[src/rtl/blink_tally_display.sv]
// Saturating tally of blinker pulses shown as two multiplexed active-low 7-segment digits.
// Define TALLY_LZB_EN to blank a leading zero on the tens digit.
module blink_tally_display #(
  parameter int LIMIT       = 15,
  parameter int REFRESH_DIV = 100000,
  parameter int CNT_W       = 7
) (
  input  logic             clk,
  input  logic             reset,
  input  logic [2:0]       pulse_in,
  output logic [CNT_W-1:0] total,
  output logic             done,
  output logic [6:0]       seg,
  output logic [1:0]       an
);

  localparam int RW = (REFRESH_DIV > 2) ? $clog2(REFRESH_DIV) : 1;
  localparam logic [RW-1:0]    REF_LAST = RW'(REFRESH_DIV - 1);
  localparam logic [CNT_W-1:0] LIM      = CNT_W'(LIMIT);

  typedef enum logic {ONES, TENS} scan_t;

  scan_t            state, state_next;
  logic [RW-1:0]    refresh_cnt;
  logic             scan_tick;
  logic [CNT_W-1:0] sum;
  logic [3:0]       tens, ones;
  logic [6:0]       seg_next;
  logic [1:0]       an_next;

  function automatic logic [1:0] popcount3(input logic [2:0] p);
    return {1'b0, p[0]} + {1'b0, p[1]} + {1'b0, p[2]};
  endfunction

  // Compare-subtract binary to BCD; valid for totals up to 159.
  function automatic logic [7:0] to_bcd(input logic [CNT_W-1:0] v);
    logic [7:0] r;
    logic [3:0] t;
    r = 8'(v);
    t = 4'd0;
    if (r >= 8'd80) begin r = r - 8'd80; t = t + 4'd8; end
    if (r >= 8'd40) begin r = r - 8'd40; t = t + 4'd4; end
    if (r >= 8'd20) begin r = r - 8'd20; t = t + 4'd2; end
    if (r >= 8'd10) begin r = r - 8'd10; t = t + 4'd1; end
    return {t, r[3:0]};
  endfunction

  function automatic logic [6:0] encode(input logic [3:0] d);
    case (d)
      4'd0:    return 7'b1000000;
      4'd1:    return 7'b1111001;
      4'd2:    return 7'b0100100;
      4'd3:    return 7'b0110000;
      4'd4:    return 7'b0011001;
      4'd5:    return 7'b0010010;
      4'd6:    return 7'b0000010;
      4'd7:    return 7'b1111000;
      4'd8:    return 7'b0000000;
      4'd9:    return 7'b0010000;
      default: return 7'b1111111;
    endcase
  endfunction

  assign sum          = total + CNT_W'(popcount3(pulse_in));
  assign {tens, ones} = to_bcd(total);
  assign scan_tick    = (refresh_cnt == REF_LAST);

  // Accumulator: overshoot clamps to LIMIT and freezes with done.
  always_ff @(posedge clk) begin
    if (reset) begin
      total <= '0;
      done  <= 1'b0;
    end else if (!done) begin
      if (sum >= LIM) begin
        total <= LIM;
        done  <= 1'b1;
      end else begin
        total <= sum;
      end
    end
  end

  always_ff @(posedge clk) begin
    if (reset) begin
      state       <= ONES;
      refresh_cnt <= '0;
      an          <= 2'b11;
      seg         <= 7'b1111111;
    end else begin
      state       <= state_next;
      refresh_cnt <= scan_tick ? '0 : refresh_cnt + 1'b1;
      an          <= an_next;
      seg         <= seg_next;
    end
  end

  always_comb begin
    state_next = state;
    if (scan_tick) state_next = (state == ONES) ? TENS : ONES;
  end

  always_comb begin
    an_next  = 2'b10;
    seg_next = encode(ones);
    if (state == TENS) begin
      an_next  = 2'b01;
`ifdef TALLY_LZB_EN
      seg_next = (tens == 4'd0) ? 7'b1111111 : encode(tens);
`else
      seg_next = encode(tens);
`endif
    end
  end

endmodule

[config.mk]
export PLATFORM = sky130hd
export DESIGN_NAME = blink_tally_display
export DESIGN_NICKNAME = d
export VERILOG_FILES = /design/src/rtl/blink_tally_display.sv
export SDC_FILE = /design/constraint.sdc
export NUM_CORES = 1
export LEC_CHECK = 0
export BUFFER_PORTS_ARGS = -buffer_cell sky130_fd_sc_hd__buf_2
export CORE_ASPECT_RATIO = 1.25
export CORE_MARGIN = 2
export CORE_UTILIZATION = 59
export DETAILED_ROUTE_END_ITERATION = 8
export HOLD_SLACK_MARGIN = 0.12
export PLACE_DENSITY_LB_ADDON = 0.1
export SLEW_MARGIN = 40
export SYNTH_ARGS = -nofsm -noshare
export SYNTH_HDL_FRONTEND = slang
export SYNTH_SLANG_ARGS = --single-unit
[constraint.sdc]
create_clock -name clk -period 9.25 [get_ports clk]
set_input_delay 0.4625 -clock clk [delete_from_list [all_inputs] [get_ports clk]]
set_output_delay 0.4625 -clock clk [all_outputs]
set_load 0.005 [all_outputs]
==> impl_metrics.yaml, run 1 <==
synthesis:
  ys_ff_latch: 35
  async_flop_share_pct: 0
  syn_inst: 296
  ys_seq_area_share_pct: 28.8
  ys_types: 65
  yosys_warnings: 0
  ys.flop_type: "dfxtp_1"
  synth-edff-count: 0
  avgSynthCellArea_um2: 8.23
  netlist_area_um2: 2430
  synth_nets: 319
clock_network:
  cts_setup_buffers: 0
  cts_tree: "done"
  clockBufferDepth: 2
  cts_buffers: 5
  path_clk_slew_ps: 70
  ctsHoldBuffers: 0
  htree_levels: 2
  cts-resized-gates: 0
  cts_root_buffer: "clkbuf_8"
  clock_latency_ps: 290
  cts_sinks: 35
detailed_routing:
  dr.pass1.iters: 5
  highest_layer: "met4"
  dr_total_vias: 2179
  wl_um: 5420
  drtIter0Drc: 219
  wl_met1_um: 2440
  wl_met2_um: 2710
  drc: 0
  vias_per_cell: 5.94
  drtAntennaViolNets: 0
  dr_wl_met3_um: 199
  wl_per_cell_um: 14.8
critical_path:
  timing.setup.critical_path_class: "reg2reg"
  setup.worst_path.end_class: "flip-flop"
  worst-r2r-cell-count: 15
  cp.arrival_ps: 5100
  cp-endpoint: "seg[5]$_SDFF_PP1_"
  critPathRequiredTime_ps: 9450
  crit_path_start: "total[5]$_SDFFE_PP0N_"
  r2r_slack_ps: 4350
  start_kind: "flip-flop"
  worstReg2RegEnd: "seg[5]$_SDFF_PP1_"
  crit-reg2reg-launch: "total[5]$_SDFFE_PP0N_"
  critPathMaxFanout: 13
floorplanning:
  dieArea_um2: 4660
  die_w_um: 61.5
  fp.coreArea_um2: 4030
  die_y_um: 75.8
  ioPinCount: 22
  initial_utilization_pct: 60.4
  rows: 26
timing:
  worst_pin_slew_ps: 731
  skew_ps: 11.8
  relSlewSlack_pct: 50.8
  setup-tns-final_ps: 0
  finalHoldViolations: 0
  period_minus_slack_ps: 4900
  rsz0062_at_grt: "no"
  slew_violations: 0
  max_freq_ghz: 0.204
  setup_violations: 0
  period_share_pct: 53.0
pwr:
  max-vdd-ir-drop_mv: 0.134
  sw_frac_of_total_pct: 36.6
  power_frac_seq_pct: 43.3
  switchingPower_mw: 0.173
  powerDensity_nw_per_um2: 179
  clkPwrFrac_pct: 22.6
  p_int_mw: 0.300
  cellLeakagePower_nw: 1.08
  power_mw: 0.473
  comb_power_share_pct: 34.1
global_route:
  antenna_found_initial: 0
  grt_max_degree: 27
  overflow: 0
  grt.total_usage_pct: 24.7
  grt_pass1_vias: 1943
  grt_pass1_wl_um: 8670
place:
  numPortBuffers: 21
  dpl.hpwl_um: 3920
  place.gp.congestion: 0.872
outcome:
  status: "finished clean"
finish:
  layout-drive-gt1-share_pct: 13.8
  antenna_cells: 0
  final_common_cell: "dfxtp_1"
  layout_common_cells: "34 x dfxtp_1, 29 x nor2_1, 21 x nand3_1, 21 x buf_2, 19 x nand2_1"
  final_nets: 333
  area_growth_pct: 8.27
run:
  cap_viol_max_count: 0
hold_path:
  hold_class: "reg2reg"
## synthesized netlist by cell type (6+ instances only)
cell      count  area [um^2]
inv_1        17         63.8
xnor2_1       9         78.8
nor2_1       29          109
ha_1         16          200
nand3_1      21          105
and2_1        6         37.5
and3_1        6         37.5
o21ai_0       7         35.0
dfxtp_1      35          701
xor2_1       13          114
a21oi_1      14         70.1
clkbuf_1     10         37.5
nand2_1      19         71.3
## worst min-delay path by stage
stage                                      endpoint                       from  cells after the start
after floorplan           refresh_cnt[0]$_SDFF_PP0_  refresh_cnt[0]$_SDFF_PP0_                      1
after global placement    refresh_cnt[0]$_SDFF_PP0_  refresh_cnt[0]$_SDFF_PP0_                      1
after detailed placement  refresh_cnt[0]$_SDFF_PP0_  refresh_cnt[0]$_SDFF_PP0_                      1
after CTS                 refresh_cnt[0]$_SDFF_PP0_  refresh_cnt[0]$_SDFF_PP0_                      1
after global routing                done$_SDFF_PP0_                      reset                      2
final                     refresh_cnt[0]$_SDFF_PP0_  refresh_cnt[0]$_SDFF_PP0_                      1
## power by group through the flow
stage | logic [mW] | clock network [mW] | registers [mW]
after global routing | 0.182 | 0.116 | 0.208
after detailed placement | 0.157 | 0 | 0.207
final | 0.161 | 0.107 | 0.205
after CTS | 0.159 | 0.109 | 0.204
after global placement | 0.155 | 0 | 0.208
after floorplan | 0.123 | 0 | 0.191
## area by class of cell
cell class	count	area, um^2
clock buffer	7	76.3
inverter	17	63.8
fill	387	1400
timing repair buffer	21	105
tap	56	70.1
sequential	35	702
multi-input combinational	230	1610
clock inverter	1	5.00
## worst max-delay path, stage by stage, from the launching register on
cell	delay [ps]
dfxtp_1	610
inv_1	90
ha_1	190
inv_1	50
ha_1	440
xor2_2	340
nor2_1	100
o2bb2ai_1	190
and3_1	390
o31a_1	350
a21boi_0	640
xnor2_1	270
inv_1	130
ha_1	210
or4_1	520
a311oi_1	280
## per-layer routing
metal  up-vias  global-route usage, %
met2        44                   43.0
met3         8                   5.94
met1      1033                   29.2
met4         0                   8.98
met5         -                      0
li1       1094                      -
## kinds of logic after synthesis
logic type	count (synthesis)	share of synthesized area [%]
AO/OA/AOI/OAI	70	20.7
XOR/XNOR	23	8.58
adder cells (fa/ha/maj)	18	9.87
buffers and inverters	31	5.19
flip-flops	35	28.8
multiplexers	4	1.64
AND/OR/NAND/NOR	115	25.2
## state kept, by name, indices dropped and copies added (netlist names)
signal / cells
total: 7
an: 2
refresh_cnt: 17
state: 1
done: 1
seg: 7
## stage by stage
step / hold slack, ps / instance area, um^2 / util, % / setup WS (ps) / cells
after floorplan: 441 / 2430 / - / 5050 / 296
after detailed placement: 466 / 2550 / 63.2 / 4390 / 359
after CTS: 481 / 2630 / 65.2 / 4370 / 367
after global routing: 522 / 2640 / 65.4 / 3940 / 367
after global placement: 458 / 2550 / 63.2 / 4650 / 359
final: 477 / 2640 / 65.4 / 4350 / 367
No activity file was read; power rests on OpenSTA's default activity.
==> run 2: changes to the inputs <==
==> constraint.sdc (replaced) <==
create_clock -name clk -period 4.88 [get_ports clk]
set_input_delay 0.244 -clock clk [delete_from_list [all_inputs] [get_ports clk]]
set_output_delay 0.244 -clock clk [all_outputs]
set_load 0.005 [all_outputs]
==> impl_metrics.yaml, run 2 (synthesized netlist as in run 1, its figures left out) <==
outcome:
  status: "finished clean"
finish:
  layout_common_cells: "35 x dfxtp_1, 29 x nor2_1, 21 x nand3_1, 21 x buf_2, 19 x nand2_1"
  max_flop_register: "refresh_cnt"
  area_growth_pct: 8.94
  reg.largest.list: "refresh_cnt x17, seg x7, total x7"
  final_cells: 369
  largest_reg_flops: 17
  antenna_cells: 0
  final_nets: 335
  final_common_cell: "dfxtp_1"
  layout-drive-gt1-share_pct: 14.4
timing:
  relSlewSlack_pct: 51.3
  period_share_pct: 89.7
  setup-tns-final_ps: 0
  period_minus_slack_ps: 4380
  rsz0062_at_grt: "no"
  skew_ps: 5.60
  worst_pin_slew_ps: 730
  max_freq_ghz: 0.229
  slew_violations: 0
  finalHoldViolations: 0
  setup_violations: 0
clock_network:
  cts_tree: "done"
  cts_root_buffer: "clkbuf_8"
  htree_levels: 2
  ctsHoldBuffers: 0
  cts_buffers: 5
  cts_setup_buffers: 0
  path_clk_slew_ps: 70
  cts_sinks: 35
  clock_latency_ps: 290
  cts-resized-gates: 0
  clockBufferDepth: 2
global_route:
  grt_pass1_vias: 1953
  overflow: 0
  antenna_found_initial: 0
  grt_max_degree: 26
  grt.total_usage_pct: 24.4
  grt_pass1_wl_um: 8560
detailed_routing:
  wl_per_cell_um: 14.0
  dr_wl_met3_um: 126
  drtIter0Drc: 121
  drtAntennaViolNets: 0
  highest_layer: "met4"
  vias_per_cell: 5.83
  wl_met1_um: 2270
  wl_met2_um: 2670
  dr.pass1.iters: 4
  drc: 0
  wl_um: 5180
  dr_total_vias: 2151
pwr:
  powerDensity_nw_per_um2: 336
  max-vdd-ir-drop_mv: 0.190
  cellLeakagePower_nw: 1.09
critical_path:
  setup.worst_path.end_class: "flip-flop"
  cp.arrival_ps: 4580
  crit_top_cell: "inv_1"
  worstReg2RegEnd: "seg[5]$_SDFF_PP1_"
  start_kind: "flip-flop"
  cpMaxStageDelayCell: "dfxtp_1"
  critPathMaxFanout: 13
  worst-r2r-cell-count: 15
  critPathRequiredTime_ps: 5080
  cp_cell_sequence: "inv_1 -> ha_1 -> inv_1 -> ha_2 -> xor2_2 -> nor2_1 -> o2bb2ai_1 -> and3_1 -> o31a_1 -> a21boi_0 -> xnor2_1 -> inv_1 -> ha_1 -> or4_1 -> a311oi_1"
  timing.setup.critical_path_class: "reg2reg"
  slowest_delay_ps: 600
  r2r_slack_ps: 500
  crit-reg2reg-launch: "total[4]$_SDFFE_PP0N_"
place:
  placed_cells: 361
  place.gp.congestion: 0.838
  numPortBuffers: 21
  dpl.hpwl_um: 3970
floorplanning:
  die_w_um: 61.5
  ioPinCount: 22
  dieArea_um2: 4660
  fp.coreArea_um2: 4030
  die_y_um: 75.8
  initial_utilization_pct: 60.4
  rows: 26
hold_path:
  min_from: "reset"
  min_to: "state$_SDFFE_PP0P_"
  hold_class: "in2reg"
  holdPathStages: 2
run:
  cap_viol_max_count: 0
==> run 2: changes by cell type in the layout (fill, tap and decap cells not counted), sizes merged <==
cell / change
buf: +2
==> run 2: how the worst max path moves through the flow <==
| stage | slack [ps] | from | to | cells after the start |
|---|---|---|---|---|
| after detailed placement | 410 | total[4]$_SDFFE_PP0N_ | seg[5]$_SDFF_PP1_ | 15 |
| after floorplan | 680 | total[5]$_SDFFE_PP0N_ | seg[5]$_SDFF_PP1_ | 18 |
| after global routing | 70 | total[4]$_SDFFE_PP0N_ | seg[4]$_SDFF_PP1_ | 16 |
| final | 500 | total[4]$_SDFFE_PP0N_ | seg[5]$_SDFF_PP1_ | 15 |
| after CTS | 400 | total[4]$_SDFFE_PP0N_ | seg[5]$_SDFF_PP1_ | 15 |
| after global placement | 590 | total[5]$_SDFFE_PP0N_ | seg[5]$_SDFF_PP1_ | 15 |
==> run 2: layout make-up <==
cell class	count	area [um^2]
clock inverters	1	5.00
clock buffers	7	76.3
flip-flops and latches	35	701
multi-input cells	230	1620
inverters	17	63.8
well taps	56	70.1
repair buffers	23	120
fillers	370	1380
==> run 2: metal layers <==
layer  global-route usage [%]  vias up
li1                         -     1104
met1                     28.1      999
met2                     43.9       37
met3                     3.57       11
met4                     10.9        0
met5                        0        -
==> run 2: per-stage QoR <==
stage	instance area, um^2	setup slack [ps]	power, mW	hold WS, ps	utilization (%)
2_1_floorplan	2430	676	0.597	373	-
3_3_place_gp	2560	592	0.694	460	63.5
3_5_place_dp	2560	415	0.699	469	63.5
4_1_cts	2640	398	0.897	295	65.5
5_1_grt	2650	74.2	0.959	327	65.8
6_report	2650	505	0.890	306	65.8
==> run 2: report_power, final <==
group / internal [mW] / total [mW] / switching [mW]
Sequential: 0.326 / 0.366 / 0.0401
Combinational: 0.145 / 0.327 / 0.182
Clock: 0.0999 / 0.197 / 0.0968
Total: 0.572 / 0.890 / 0.319
==> run 2: critical path: cells and delay by family (launching register included) <==
| family | cells | cell delay (ps) |
|---|---|---|
| simple gates | 3 | 1020 |
| xor+xnor | 2 | 550 |
| fa+ha+maj | 3 | 730 |
| flops | 1 | 600 |
| compound gates | 4 | 1120 |
| buf+inv | 3 | 270 |
==> run 3: changes to the inputs <==
--- a/config.mk
+++ b/config.mk
@@ -6,7 +6,6 @@
 export NUM_CORES = 1
 export LEC_CHECK = 0
 export BUFFER_PORTS_ARGS = -buffer_cell sky130_fd_sc_hd__buf_2
-export CORE_ASPECT_RATIO = 1.25
 export CORE_MARGIN = 2
 export CORE_UTILIZATION = 59
 export DETAILED_ROUTE_END_ITERATION = 8
==> constraint.sdc (replaced) <==
create_clock -name clk -period 5.6 [get_ports clk]
set_input_delay 0.28 -clock clk [delete_from_list [all_inputs] [get_ports clk]]
set_output_delay 0.28 -clock clk [all_outputs]
set_load 0.005 [all_outputs]
==> impl_metrics.yaml, run 3 (synthesized netlist as in run 1, its figures left out) <==
outcome:
  status: "finished clean"
timing:
  relSlewSlack_pct: 49.4
  period_share_pct: 85.4
  setup_violations: 0
  setup_ws_ps: 819
  hold_slack_ps: 349
  worst_pin_slew_ps: 758
  setup-tns-final_ps: 0
  skew_ps: 6.68
  finalHoldViolations: 0
  rsz0062_at_grt: "no"
  slew_violations: 0
  max_freq_ghz: 0.209
  period_minus_slack_ps: 4780
critical_path:
  worst-r2r-cell-count: 15
  critPathRequiredTime_ps: 5790
  setup.worst_path.end_class: "flip-flop"
  start_kind: "flip-flop"
  timing.setup.critical_path_class: "reg2reg"
  critPathMaxFanout: 13
  cp.arrival_ps: 4970
clock_network:
  cts_root_buffer: "clkbuf_8"
  cts_tree: "done"
  cts_sinks: 35
  path_clk_slew_ps: 70
  clock_latency_ps: 280
  cts_setup_buffers: 0
  cts_buffers: 5
  cts-resized-gates: 0
  htree_levels: 2
  clockBufferDepth: 2
  ctsHoldBuffers: 0
hold_path:
  holdPathStages: 2
  hold_class: "in2reg"
finish:
  reg.largest.list: "refresh_cnt x17, seg x7, total x7"
  largest_reg_flops: 17
  layout-drive-gt1-share_pct: 14.1
  final_nets: 334
  final_common_cell: "dfxtp_1"
  area_growth_pct: 8.48
  antenna_cells: 0
  postLayoutCellArea_um2: 2640
  layout_common_cells: "35 x dfxtp_1, 29 x nor2_1, 21 x nand3_1, 21 x buf_2, 19 x nand2_1"
  max_flop_register: "refresh_cnt"
detailed_routing:
  wl_per_cell_um: 14.1
  drtIter0Drc: 114
  drtAntennaViolNets: 0
  dr.pass1.iters: 4
  drc: 0
  wl_um: 5100
  vias_per_cell: 5.78
  dr_total_vias: 2085
floorplanning:
  dieArea_um2: 4660
  die_y_um: 68.2
  die_w_um: 68.2
  initial_utilization_pct: 60.9
  ioPinCount: 22
  fp.coreArea_um2: 4000
  rows: 23
place:
  place.gp.congestion: 0.957
  dp_slack_ps: 839
  dpl.hpwl_um: 3740
  postPlaceCellArea_um2: 2550
  numPortBuffers: 21
pwr:
  powerDensity_nw_per_um2: 297
  max-vdd-ir-drop_mv: 0.272
  cellLeakagePower_nw: 1.09
  power_mw: 0.783
global_route:
  grt.total_usage_pct: 24.0
  overflow: 0
  grt_pass1_vias: 1874
  grt_max_degree: 27
  antenna_found_initial: 0
  grt_pass1_wl_um: 8450
run:
  cap_viol_max_count: 0
-- run 3: cell count changes in the layout (fill, tap and decap cells not counted) --
cell      previous run  this run
clkbuf_1             2         0
buf_4                2         1
ha_2                 1         0
ha_1                15        16
clkbuf_8             5         6
-- run 3: metal layers --
layer | track usage, % | part of all wire (%) | up-vias
met5 | 0 | 0 | -
met4 | 5.50 | 0.57 | 0
met3 | 5.43 | 5.0 | 4
met2 | 38.8 | 44 | 62
met1 | 32.5 | 50 | 928
li1 | - | - | 1091
-- run 3: final timing paths --
| kind | start | end | slack (ps) |
|---|---|---|---|
| worst max-delay path | total[5]$_SDFFE_PP0N_ | seg[5]$_SDFF_PP1_ | 820 |
| worst min register to register | refresh_cnt[0]$_SDFF_PP0_ | refresh_cnt[0]$_SDFF_PP0_ | 480 |
| worst max register to register | total[5]$_SDFFE_PP0N_ | seg[5]$_SDFF_PP1_ | 820 |
| worst min-delay path | reset | refresh_cnt[2]$_SDFF_PP0_ | 350 |
-- run 3: final cells by class --
class / instances / area, um^2
clock inverters: 1 / 5.00
well taps: 50 / 62.6
clock buffers: 6 / 82.6
inverters: 17 / 63.8
repair buffers: 22 / 113
fillers: 348 / 1360
multi-input cells: 230 / 1610
flip-flops and latches: 35 / 701
-- run 3: where the power goes --
part           switching (mW)  internal (mW)
clock                  0.0829         0.0964
combinational           0.160          0.126
sequential             0.0334          0.284
-- run 3: metrics by stage --
step,cells,utilization [%]
6_report,361,66.0
5_1_grt,361,66.0
4_1_cts,361,65.9
3_5_place_dp,354,63.7
3_3_place_gp,354,63.7
2_1_floorplan,296,-
-- run 3: critical path, stage by stage, from the launching register on --
cell	delay, ps
dfxtp_1	610
inv_1	90
ha_1	190
inv_1	50
ha_1	430
xor2_2	330
nor2_1	100
o2bb2ai_1	190
and3_1	370
o31a_1	360
a21boi_0	610
xnor2_1	250
inv_1	130
ha_1	210
or4_1	510
a311oi_1	260
